**src/rtl/serial_adder_pkg.sv**
```systemverilog
// Shared types and defaults for the bit-serial adder.
package serial_adder_pkg;

    localparam int SERIAL_ADDER_DEFAULT_WIDTH = 8;

    typedef enum logic [1:0] {
        IDLE = 2'd0,
        RUN  = 2'd1,
        DONE = 2'd2
    } sa_state_e;

endpackage

```
**src/rtl/serial_adder_if.sv**
```systemverilog
// Request/result bundle of the serial adder.
// The ovf signal exists only with SERIAL_ADDER_OVF_EN.
interface serial_adder_if
    import serial_adder_pkg::*;
#(
    parameter int WIDTH = SERIAL_ADDER_DEFAULT_WIDTH
);
    logic             start;
    logic [WIDTH-1:0] a;
    logic [WIDTH-1:0] b;
    logic             busy;
    logic             done;
    logic [WIDTH-1:0] sum;
    logic             cout;
`ifdef SERIAL_ADDER_OVF_EN
    logic             ovf;
`endif

    modport master (
        output start, a, b,
`ifdef SERIAL_ADDER_OVF_EN
        input  ovf,
`endif
        input  busy, done, sum, cout
    );

    modport slave (
        input  start, a, b,
`ifdef SERIAL_ADDER_OVF_EN
        output ovf,
`endif
        output busy, done, sum, cout
    );

endinterface

```
**src/rtl/serial_adder_fa_cell.sv**
```systemverilog
// One-bit full adder made of two half adders and an OR gate.
module serial_ha_cell (
    input  logic a,
    input  logic b,
    output logic s,
    output logic c
);
    assign s = a ^ b;
    assign c = a & b;
endmodule

module serial_fa_cell (
    input  logic a,
    input  logic b,
    input  logic cin,
    output logic s,
    output logic cout
);
    logic s0;
    logic c0;
    logic c1;

    serial_ha_cell u_ha0 (
        .a (a),
        .b (b),
        .s (s0),
        .c (c0)
    );

    serial_ha_cell u_ha1 (
        .a (s0),
        .b (cin),
        .s (s),
        .c (c1)
    );

    assign cout = c0 | c1;
endmodule

```
**src/rtl/serial_adder.sv**
```systemverilog
// Bit-serial unsigned adder, LSB first, one bit per clock.
// Optional signed overflow flag: SERIAL_ADDER_OVF_EN.
module serial_adder
    import serial_adder_pkg::*;
#(
    parameter int WIDTH = SERIAL_ADDER_DEFAULT_WIDTH
) (
    input  logic                 clk,
    input  logic                 rst,
    serial_adder_if.slave        bus_if
);
    localparam int CW = $clog2(WIDTH);
    localparam logic [CW-1:0] CNT_LAST = CW'(WIDTH - 1);

    sa_state_e        state_q, state_d;
    logic [CW-1:0]    cnt_q, cnt_d;
    logic [WIDTH-1:0] shift_a_q, shift_a_d;
    logic [WIDTH-1:0] shift_b_q, shift_b_d;
    logic [WIDTH-1:0] sum_q, sum_d;
    logic             carry_q, carry_d;
    logic             cout_q, cout_d;
`ifdef SERIAL_ADDER_OVF_EN
    logic             ovf_q, ovf_d;
`endif

    logic fa_s;
    logic fa_c;

    serial_fa_cell u_fa (
        .a    (shift_a_q[0]),
        .b    (shift_b_q[0]),
        .cin  (carry_q),
        .s    (fa_s),
        .cout (fa_c)
    );

    always_ff @(posedge clk or posedge rst) begin
        if (rst) begin
            state_q   <= IDLE;
            cnt_q     <= '0;
            shift_a_q <= '0;
            shift_b_q <= '0;
            sum_q     <= '0;
            carry_q   <= 1'b0;
            cout_q    <= 1'b0;
`ifdef SERIAL_ADDER_OVF_EN
            ovf_q     <= 1'b0;
`endif
        end else begin
            state_q   <= state_d;
            cnt_q     <= cnt_d;
            shift_a_q <= shift_a_d;
            shift_b_q <= shift_b_d;
            sum_q     <= sum_d;
            carry_q   <= carry_d;
            cout_q    <= cout_d;
`ifdef SERIAL_ADDER_OVF_EN
            ovf_q     <= ovf_d;
`endif
        end
    end

    always_comb begin
        state_d   = state_q;
        cnt_d     = cnt_q;
        shift_a_d = shift_a_q;
        shift_b_d = shift_b_q;
        sum_d     = sum_q;
        carry_d   = carry_q;
        cout_d    = cout_q;
`ifdef SERIAL_ADDER_OVF_EN
        ovf_d     = ovf_q;
`endif
        unique case (state_q)
            IDLE, DONE: begin
                state_d = IDLE;
                if (bus_if.start) begin
                    state_d   = RUN;
                    shift_a_d = bus_if.a;
                    shift_b_d = bus_if.b;
                    cnt_d     = '0;
                    carry_d   = 1'b0;
                    sum_d     = '0;
                    cout_d    = 1'b0;
`ifdef SERIAL_ADDER_OVF_EN
                    ovf_d     = 1'b0;
`endif
                end
            end
            RUN: begin
                shift_a_d = {1'b0, shift_a_q[WIDTH-1:1]};
                shift_b_d = {1'b0, shift_b_q[WIDTH-1:1]};
                sum_d     = {fa_s, sum_q[WIDTH-1:1]};
                carry_d   = fa_c;
                cnt_d     = cnt_q + CW'(1);
                if (cnt_q == CNT_LAST) begin
                    state_d = DONE;
                    cout_d  = fa_c;
`ifdef SERIAL_ADDER_OVF_EN
                    // Carry into the MSB is the carry held going into this bit.
                    ovf_d   = carry_q ^ fa_c;
`endif
                end
            end
            default: state_d = IDLE;
        endcase
    end

    assign bus_if.busy = (state_q == RUN);
    assign bus_if.done = (state_q == DONE);
    assign bus_if.sum  = sum_q;
    assign bus_if.cout = cout_q;
`ifdef SERIAL_ADDER_OVF_EN
    assign bus_if.ovf  = ovf_q;
`endif

endmodule

```
**src/flat_wrapper.sv**
```systemverilog
// flat-port wrapper written by rule: the top's interface ports become plain ports
module serial_adder_flat import serial_adder_pkg::*;
#(
    parameter int WIDTH = SERIAL_ADDER_DEFAULT_WIDTH
)
  (clk, rst, bus_if_start, bus_if_a, bus_if_b, bus_if_busy, bus_if_done, bus_if_sum, bus_if_cout);
  serial_adder_if #(.WIDTH(WIDTH)) bus_if_i ();
  input  logic clk;
  input  logic rst;
  input wire logic [$bits(bus_if_i.start)-1:0] bus_if_start;
  input wire logic [$bits(bus_if_i.a)-1:0] bus_if_a;
  input wire logic [$bits(bus_if_i.b)-1:0] bus_if_b;
  output wire logic [$bits(bus_if_i.busy)-1:0] bus_if_busy;
  output wire logic [$bits(bus_if_i.done)-1:0] bus_if_done;
  output wire logic [$bits(bus_if_i.sum)-1:0] bus_if_sum;
  output wire logic [$bits(bus_if_i.cout)-1:0] bus_if_cout;
  assign bus_if_i.start = bus_if_start;
  assign bus_if_i.a = bus_if_a;
  assign bus_if_i.b = bus_if_b;
  assign bus_if_busy = bus_if_i.busy;
  assign bus_if_done = bus_if_i.done;
  assign bus_if_sum = bus_if_i.sum;
  assign bus_if_cout = bus_if_i.cout;
  serial_adder #(.WIDTH(WIDTH)) u_core (.clk(clk), .rst(rst), .bus_if(bus_if_i));
endmodule
```
**config.mk**
```make
export PLATFORM = sky130hd
export DESIGN_NAME = serial_adder_flat
export DESIGN_NICKNAME = d
export VERILOG_FILES = /design/src/rtl/serial_adder_pkg.sv /design/src/rtl/serial_adder_if.sv /design/src/rtl/serial_adder_fa_cell.sv /design/src/rtl/serial_adder.sv /design/src/flat_wrapper.sv
export SDC_FILE = /design/constraint.sdc
export NUM_CORES = 1
export LEC_CHECK = 0
export ABC_AREA = 1
export BUFFER_PORTS_ARGS = -buffer_cell sky130_fd_sc_hd__buf_2
export CORE_MARGIN = 4
export CORE_UTILIZATION = 35
export DETAILED_ROUTE_END_ITERATION = 6
export GPL_ROUTABILITY_DRIVEN = 1
export GPL_TIMING_DRIVEN = 1
export HOLD_SLACK_MARGIN = 0.1
export RECOVER_POWER = 50
export SKIP_LAST_GASP = 1
export SYNTH_ARGS = -nofsm -noshare
export SYNTH_HDL_FRONTEND = slang
export SYNTH_SLANG_ARGS = --single-unit
```
**constraint.sdc**
```tcl
create_clock -name clk -period 1.04 [get_ports clk]
set_input_delay 0.104 -clock clk [delete_from_list [all_inputs] [get_ports clk]]
set_output_delay 0.104 -clock clk [all_outputs]
set_load 0.005 [all_outputs]
```
; ---- After elaboration in Yosys (flattened, before gate mapping)
; Cells that the tools add are included.
[word_totals]
reg_bits = 31
latchBits = 0
ramBits = 0
mem_bits_ro = 0
in_bits = 19
output_inout_bits = 11
wordCells = 38
mem_count = 0
[op_classes]
n_addsub = 1
multipliers = 0
div_mod_pow = 0
order_cmp = 0
eq_ne = 5
shifts = 0
n_mux = 15
n_bitwise = 5
n_reduce_logical = 5
[op_table]
columns = op, n
row1 = 8-bit case mux with 2 select lines, 3
row2 = 8-bit two-way mux, 3
row3 = 3-bit case mux with 2 select lines, 1
row4 = 1-bit case mux with 2 select lines, 2
row5 = 2-bit case mux with 2 select lines, 1
row6 = "3-bit by 1-bit adder with 3-bit output, second input constant", 1
row7 = "3-bit == test, second input constant", 1
row8 = 1-bit two-way mux, 3
row9 = 3-bit two-way mux, 1
row10 = 3-bit AND reduction, 1
row11 = 1-bit bitwise AND, 2
row12 = "2-bit by 1-bit == test with 1-bit output, second input constant", 1
row13 = "2-bit == test, second input constant", 1
row14 = 2-bit zero test, 1
row15 = 2-bit two-way mux, 1
row16 = "2-bit by 1-bit inequality test with 1-bit output, second input constant", 1
row17 = "2-bit inequality test, second input constant", 1
row18 = 2-bit AND reduction, 1
row19 = 2-bit nonzero test, 1
row20 = 2-bit OR reduction, 1
row21 = 1-bit bitwise XOR, 2
row22 = 1-bit OR, 1

; ---- Longest topological paths before layout
; Gate-level depths: netlist (run 1).
[depth]
depth_word = 5
depth_mapped = 8
mapped_depth_nobuf = 6

; ---- Hierarchy
; Synthesis (run 1) repeated with hierarchy kept, for this count alone.
[unflattened]
hier_cells = 199
hier_area_um2 = 1562.7
[modules_own_cells]
columns = module, n_inst, cells_per_inst, area_per_inst_um2, seq_area_each_um2
row1 = serial_adder, 1, 194, 1526.5, 775.7
row2 = serial_ha_cell, 2, 1, 12.5, 0.0
row3 = serial_fa_cell, 1, 3, 11.3, 0.0

; ---- Least setup slack after synthesis (run 1)
; No wires, ideal clock.
[synth_timing]
kind = reg-to-reg
startpoint = reg u_core.cnt_q[0]
endpoint = reg u_core.cout_q (netlist: u_core.bus_if.cout)
setup_ps = 116
t_arrival_ps = 985
t_required_ps = 924
slack_ps = -62
stages_incl_launch_ff = 7
path_buffers = 0
period_less_slack_ps = 1102
path_cell_list = dfrtp_1 ha_1 ha_1 nand3_1 nand2_1 nand2_1 nand2_1
[synth_via]
elab_chain_cells = 3
[synth_lines]
columns = item, line_no
row1 = from (decl), serial_adder.sv:16  ; logic [CW-1:0] cnt_q, cnt_d;
row2 = from (signal assigned), serial_adder.sv:51  ; cnt_q <= cnt_d;
row3 = 3-bit == test, serial_adder.sv:96  ; if (cnt_q == CNT_LAST) begin
row4 = 2-bit by 1-bit inequality test with 1-bit output (no line), n/a
row5 = 3-bit AND reduction (no line), n/a
row6 = to (signal assigned), serial_adder.sv:56  ; cout_q <= cout_d;
row7 = to (decl), serial_adder.sv:21  ; logic cout_q, cout_d;
; No other way between the ends.
; A chain may end at the register's enable or synchronous reset.

; ---- Final worst setup path (run 1)
[layout_timing]
startpoint = reg u_core.state_q[1]
endpoint = reg u_core.shift_a_q[0]
[layout_via]
elab_chain_cells = 4
word_cells_on_any_way = 8
[layout_lines]
columns = item, line_no
row1 = from (decl), serial_adder.sv:15  ; sa_state_e state_q, state_d;
row2 = from (signal assigned), serial_adder.sv:50  ; state_q <= state_d;
row3 = 2-bit == test or 2-bit zero test (tied branches), serial_adder.sv:74  ; unique case (state_q)
row4 = 2-bit OR reduction, serial_adder.sv:74
row5 = 2-bit inequality test (no line) or 2-bit nonzero test (tied branches), n/a
row6 = 2-bit AND reduction (no line), n/a
row7 = to (signal assigned), serial_adder.sv:52  ; shift_a_q <= shift_a_d;
row8 = to (decl), serial_adder.sv:17  ; logic [WIDTH-1:0] shift_a_q, shift_a_d;
; Several ways; a longest one is shown, not always the timed one.

==> impl_metrics.py, run 1 <==
metrics = {
    "finish": {
        "drive_above_1_share_pct": 34.9,
        "fill_cells": 422,
        "fin_cells": 302,
        "fin_nets": 273,
        "n_antenna_cell": 0,
        "area_growth_syn_to_layout_pct": 41.7,
        "finish.utilization_pct": 52.8,
    },
    "hold_path": {
        "hold_path.class": "input port to register",
    },
    "global_route": {
        "grt_pass1_vias": 1325,
        "grt_pass1_wl_um": 5980,
        "grt_overflow": 0,
        "grt_max_degree": 32,
        "grt_antenna_before_repair": 0,
        "grt_usage_pct": 14.2,
    },
    "timing": {
        "slew_viol_final": 0,
        "worstMarginPinSlew_ns": 0.432,
        "postLayoutSetupSlackWorst_ns": -0.121,
        "fin_skew_ns": 0.00580,
        "finalSetupViolCount": 31,
        "fin_crit_ns": 1.16,
        "fmax_mhz": 861,
        "period_share_pct": 112,
        "slew_headroom_pct": 71.2,
        "grt_setup_unrepaired": "true",
        "whs_ns": 0.129,
        "hold_viol": 0,
    },
    "cts": {
        "path_clk_slew_ns": 0.06,
        "cts-buffers-inserted": 5,
        "numClockSinks": 31,
        "htree_levels": 2,
        "clk_latency_ns": 0.28,
        "clockBufferDepth": 2,
        "tritoncts": "yes",
        "cts_root_buf": "clkbuf_8",
    },
    "drt": {
        "drc": 0,
        "routedWlPerCell_um": 11.7,
        "num_vias": 1373,
        "postRouteAntennaNets": 0,
        "dr.first_iter.drc_count": 77,
        "firstDrtPassIters": 4,
        "wl_um": 3530,
        "viasPerCell": 4.55,
    },
    "worst_setup_path": {
        "cp_max_fo": 7,
        "required_ns": 1.21,
        "cp.arrival_ns": 1.33,
        "endpoint_kind": "register",
        "crit_buf_inv": 3,
        "slowest_delay_ns": 0.41,
        "cp_cell_sequence": "inv_2, buf_6, nand2_8, nand2_8, buf_8, nand3_2, nand2_1",
        "cp_common_cell": "nand2_8",
        "critPathKind": "register to register",
        "path_delay_family": "flip-flops",
        "cp_slowest_cell": "dfrtp_1",
        "startpoint_type": "register",
    },
    "floorplanning": {
        "coreArea_mm2": 0.00414,
        "start_util_pct": 37.3,
        "fp-row-count": 23,
        "pin_count": 30,
        "die_y_um": 74.4,
        "die_area_mm2": 0.00554,
        "die_w_um": 74.4,
    },
    "synth": {
        "synthFlopType": "dfrtp_1",
        "synth-async-reset-ratio_pct": 100,
        "syn_area_mm2": 0.00154,
        "synth-edff-count": 0,
        "synth_nets": 220,
        "yosys.area.top_type": "dfrtp_1",
        "yosys-top-cells-count": "79 x nand2_1, 33 x inv_1, 31 x dfrtp_1",
        "synthTopCellsByArea": "dfrtp_1 50%, nand2_1 19%, nand3_1 9.7%, inv_1 8.0%, buf_6 2.9%",
        "ys_warn_count": 0,
        "ys_seq_elements": 31,
        "syn_inst": 198,
        "synth_cell_types": 15,
        "synth_most_common_cell": "nand2_1",
        "avgSynthCellArea_um2": 7.80,
        "synth_seq_area_share_pct": 50.2,
        "synth_top_area_share_pct": 50.2,
    },
    "flow_run": {
        "drv_cap": 0,
    },
    "pwr": {
        "leakage_nw": 1.26,
        "irDropWorstVdd_uv": 1560,
        "finalPower_w": 0.00692,
        "pwr_density_cell_mw_per_mm2": 3160,
    },
    "placed_design": {
        "gp_congestion": 0.737,
        "dp_hpwl_um": 2140,
        "port_buffers": 29,
        "place_inst": 281,
    },
    "status": {
        "status": "complete, but fails checks",
        "violations": "setup timing",
    },
}
## metrics by stage
step / TNS [ns] / cell area (um2) / setup WS [ns]
4_1_cts: -3.01 / 2070 / -0.139
3_5_place_dp: -0.890 / 1800 / -0.0798
5_1_grt: -4.85 / 2190 / -0.179
2_1_floorplan: -0.890 / 1550 / -0.0455
6_report: -2.85 / 2190 / -0.121
3_3_place_gp: -0.782 / 1800 / -0.0616
## routing by layer
| metal | track usage (%) | up-vias | wire length (um) |
|---|---|---|---|
| met4 | 5.34 | 0 | 53 |
| met3 | 3.65 | 7 | 163 |
| met2 | 23.6 | 25 | 1720 |
| met5 | 0 | - | 0 |
| li1 | - | 694 | - |
| met1 | 17.9 | 647 | 1590 |
## sequential cells by signal (all words and copies together), names as in the netlist
name and flops:
u_core.state_q 2, u_core.carry_q 1, u_core.bus_if.sum 8, u_core.bus_if.cout 1
u_core.shift_b_q 8, u_core.shift_a_q 8, u_core.cnt_q 3
## worst min-delay path: stages
cell and delay, ns:
buf_2 0.07, inv_1 0.03, nand2_1 0.06, nand3_2 0.06
nand2_1 0.05
## placed cells by master (no fill, tap or decap), types with 2 or more instances in the layout
master         count
buf_2             28
buf_4             12
buf_6              6
buf_8              2
clkbuf_8           7
dfrtp_1           30
dlygate4sd3_1      3
inv_1             33
nand2_1           77
nand2_2            2
nand2_8            2
nand3_1           16
nand3_2           14
nor2_4             3
o21ai_2            2
## power by group
part	leakage, nW	internal (W)	switching (W)
clock	0.0515	0.000603	0.000422
combinational	0.826	0.00176	0.00203
sequential	0.384	0.00178	0.000333
total	1.26	0.00414	0.00278
## layout make-up
| cell class | count | area, um2 | area share (%) |
|---|---|---|---|
| repair buffers | 54 | 410 | 18.8 |
| clock buffers | 8 | 100 | 4.57 |
| flip-flops and latches | 31 | 777 | 35.5 |
| inverters | 36 | 150 | 6.86 |
| multi-input cells | 123 | 688 | 31.4 |
| well taps | 50 | 62.6 | 2.86 |
## logic make-up (layout without fill, tap and decap cells)
logic type,count (synthesis),in the layout,synth area share (%)
simple gates,116,116,32.1
buf+inv,44,98,13.5
flops,31,31,50.2
compound gates,4,4,1.30
fa+ha+maj,3,3,2.92
## final timing paths
path / start / end / slack [ns] / cells after the start
setup / recovery: u_core.state_q[1] / u_core.shift_a_q[0] / -0.12 / 7
hold / removal: bus_if_a[5] / u_core.shift_a_q[5] / 0.13 / 5
setup reg to reg: u_core.state_q[1] / u_core.shift_a_q[0] / -0.12 / 7
hold reg to reg: u_core.bus_if.sum[0] / u_core.bus_if.sum[0] / 0.46 / 2
max in group asynchronous: rst / u_core.state_q[0] / 0.22 / 4
min in group asynchronous: rst / u_core.bus_if.sum[0] / 0.49 / 4
## timing repair
item                                    CTS  global route
endpoints found under the setup margin   30            32
hold buffers                              3             0
resized for setup                        22            24
gates cloned                              1             1
pin swaps                                 2             7
hold endpoints to repair                 33             0
buffers inserted                          7             2
Note: power is estimated with default switching activity, not from simulation.
==> run 2, diff against run 1 <==
==> constraint.sdc (replaced) <==
create_clock -name clk -period 1.04 [get_ports clk]
set_input_delay 0.208 -clock clk [delete_from_list [all_inputs] [get_ports clk]]
set_output_delay 0.208 -clock clk [all_outputs]
set_load 0.005 [all_outputs]
==> run 2 against run 1 <==
The run still ends with setup timing left. Hold slack about the same. Register-to-register slack hardly changed. Sequential share of layout area fell by 1.6 points. Total power rose by 7.1%. Sequential power about the same. Critical path type is now register to primary output. Highest routed layer unchanged.
==> impl_metrics.py, run 2 (synthesis gave the netlist of run 1 again) <==
metrics = {
    "floorplanning": {
        "die_w_um": 74.4,
        "start_util_pct": 37.3,
        "coreArea_mm2": 0.00414,
        "die_y_um": 74.4,
        "fp-row-count": 23,
        "die_area_mm2": 0.00554,
        "pin_count": 30,
    },
    "finish": {
        "fill_cells": 402,
        "final_cell_mix": "76 x nand2_1, 32 x inv_1, 30 x dfrtp_1",
        "fin_nets": 278,
        "area_growth_syn_to_layout_pct": 48.4,
        "regArea_um2": 777,
        "n_antenna_cell": 0,
        "fin_area_mm2": 0.00229,
        "drive_above_1_share_pct": 42.0,
        "multiInputGateArea_um2": 738,
        "layout_commonest_cell": "nand2_1",
    },
    "cts": {
        "clk_latency_ns": 0.28,
        "cts-buffers-inserted": 5,
        "tritoncts": "yes",
        "numClockSinks": 31,
        "clockBufferDepth": 2,
        "path_clk_slew_ns": 0.07,
        "htree_levels": 2,
        "cts_root_buf": "clkbuf_8",
    },
    "worst_setup_path": {
        "slowest_delay_ns": 0.45,
        "critPathKind": "register to primary output",
        "r2r_slack_ns": -0.13,
        "endpoint_kind": "primary output",
        "cp_cell_sequence": "buf_6, nor2_4, buf_2",
        "cp_slowest_cell": "dfrtp_2",
        "rr_startpoint": "u_core.state_q[1]",
        "startpoint_type": "register",
        "worst_r2r_path_depth": 7,
        "r2r_end": "u_core.shift_a_q[2]",
        "cp.arrival_ns": 1.07,
        "required_ns": 0.83,
        "path_delay_family": "flip-flops",
        "cp_max_fo": 3,
        "crit_buf_inv": 2,
    },
    "drt": {
        "wl_um": 3600,
        "firstDrtPassIters": 4,
        "drc": 0,
        "wl_met2_um": 1870,
        "viasPerCell": 4.53,
        "num_vias": 1390,
        "wirelength_met1_um": 1510,
        "dr.first_iter.drc_count": 45,
        "met3_length_um": 174,
        "postRouteAntennaNets": 0,
        "routedWlPerCell_um": 11.7,
        "highest_layer": "met4",
    },
    "hold_path": {
        "hold_path.class": "input port to register",
        "hold_start": "bus_if_a[7]",
        "hold_path_end": "u_core.shift_a_q[7]",
        "hold_depth": 3,
    },
    "placed_design": {
        "place_area_mm2": 0.00181,
        "gp_congestion": 0.715,
        "port_buffers": 29,
        "pre_cts_slack_ns": -0.0964,
        "dp_hpwl_um": 2230,
    },
    "global_route": {
        "grt_pass1_wl_um": 5690,
        "grt_max_degree": 32,
        "grt_usage_pct": 13.7,
        "grt_overflow": 0,
        "grt_pass1_vias": 1284,
        "grt_antenna_before_repair": 0,
    },
    "timing": {
        "grt_setup_unrepaired": "true",
        "postLayoutSetupSlackWorst_ns": -0.234,
        "hold_viol": 0,
        "fmax_mhz": 785,
        "fin_tns_setup_ns": -3.23,
        "fin_skew_ns": 0.00718,
        "finalSetupViolCount": 32,
        "fin_crit_ns": 1.27,
        "worstMarginPinSlew_ns": 0.449,
        "slew_headroom_pct": 70.0,
        "period_share_pct": 122,
        "slew_viol_final": 0,
    },
    "pwr": {
        "pwr_density_cell_mw_per_mm2": 3230,
        "finalPower_w": 0.00741,
        "irDropWorstVdd_uv": 1540,
        "leakage_nw": 1.32,
    },
    "status": {
        "status": "complete, but fails checks",
        "violations": "setup timing",
    },
    "flow_run": {
        "drv_cap": 0,
    },
}
[run 2: worst reg2reg max path: stages, from the launching register on]
cell,delay (ns)
dfrtp_1,0.42
inv_2,0.09
buf_6,0.12
buf_6,0.11
buf_8,0.12
nand3_1,0.09
nand3_2,0.08
nand2_1,0.04
[run 2: worst max-delay path by stage]
| stage | from | endpoint | slack (ns) | cells after the start |
|---|---|---|---|---|
| 6_report | u_core.state_q[0] | bus_if_done | -0.23 | 3 |
| 5_1_grt | u_core.state_q[1] | bus_if_done | -0.27 | 4 |
| 4_1_cts | u_core.state_q[0] | bus_if_done | -0.22 | 3 |
| 3_5_place_dp | u_core.cnt_q[0] | u_core.bus_if.cout | -0.1 | 6 |
| 3_3_place_gp | u_core.shift_a_q[0] | u_core.bus_if.cout | -0.06 | 5 |
| 2_1_floorplan | u_core.state_q[0] | u_core.shift_b_q[0] | -0.05 | 8 |
[run 2: metal layers]
layer	track usage (%)	vias up
li1	-	712
met1	15.9	644
met2	24.0	27
met3	3.51	7
met4	5.34	0
met5	0	-
[run 2: layout make-up]
class / count / area share, %
Sequential cell: 31 / 33.9
Multi-Input combinational cell: 123 / 32.2
Timing Repair Buffer: 59 / 19.3
Inverter: 36 / 6.72
Clock buffer: 6 / 3.60
Tap cell: 50 / 2.73
Clock inverter: 2 / 1.53
[run 2: report_power, final]
group	internal, W	switching, W
registers	0.00177	0.000322
logic	0.00192	0.00214
clock network	0.000775	0.000475
total	0.00447	0.00294
[run 2: stage by stage]
step	cells	hold slack [ns]	util, %
2_1_floorplan	198	0.312	-
3_3_place_gp	284	0.261	43.8
3_5_place_dp	284	0.265	43.8
4_1_cts	299	0.144	50.0
5_1_grt	307	0.141	55.3
6_report	307	0.129	55.3
[run 2: timing repair]
action / in CTS / in global routing
endpoints found under the hold margin: 31 / 0
gates resized for setup: 21 / 42
buffers inserted: 4 / 9
endpoints found under the setup margin: 32 / 40
hold buffers: 1 / 0
cloned: 2 / 0
pin swaps: 5 / 17
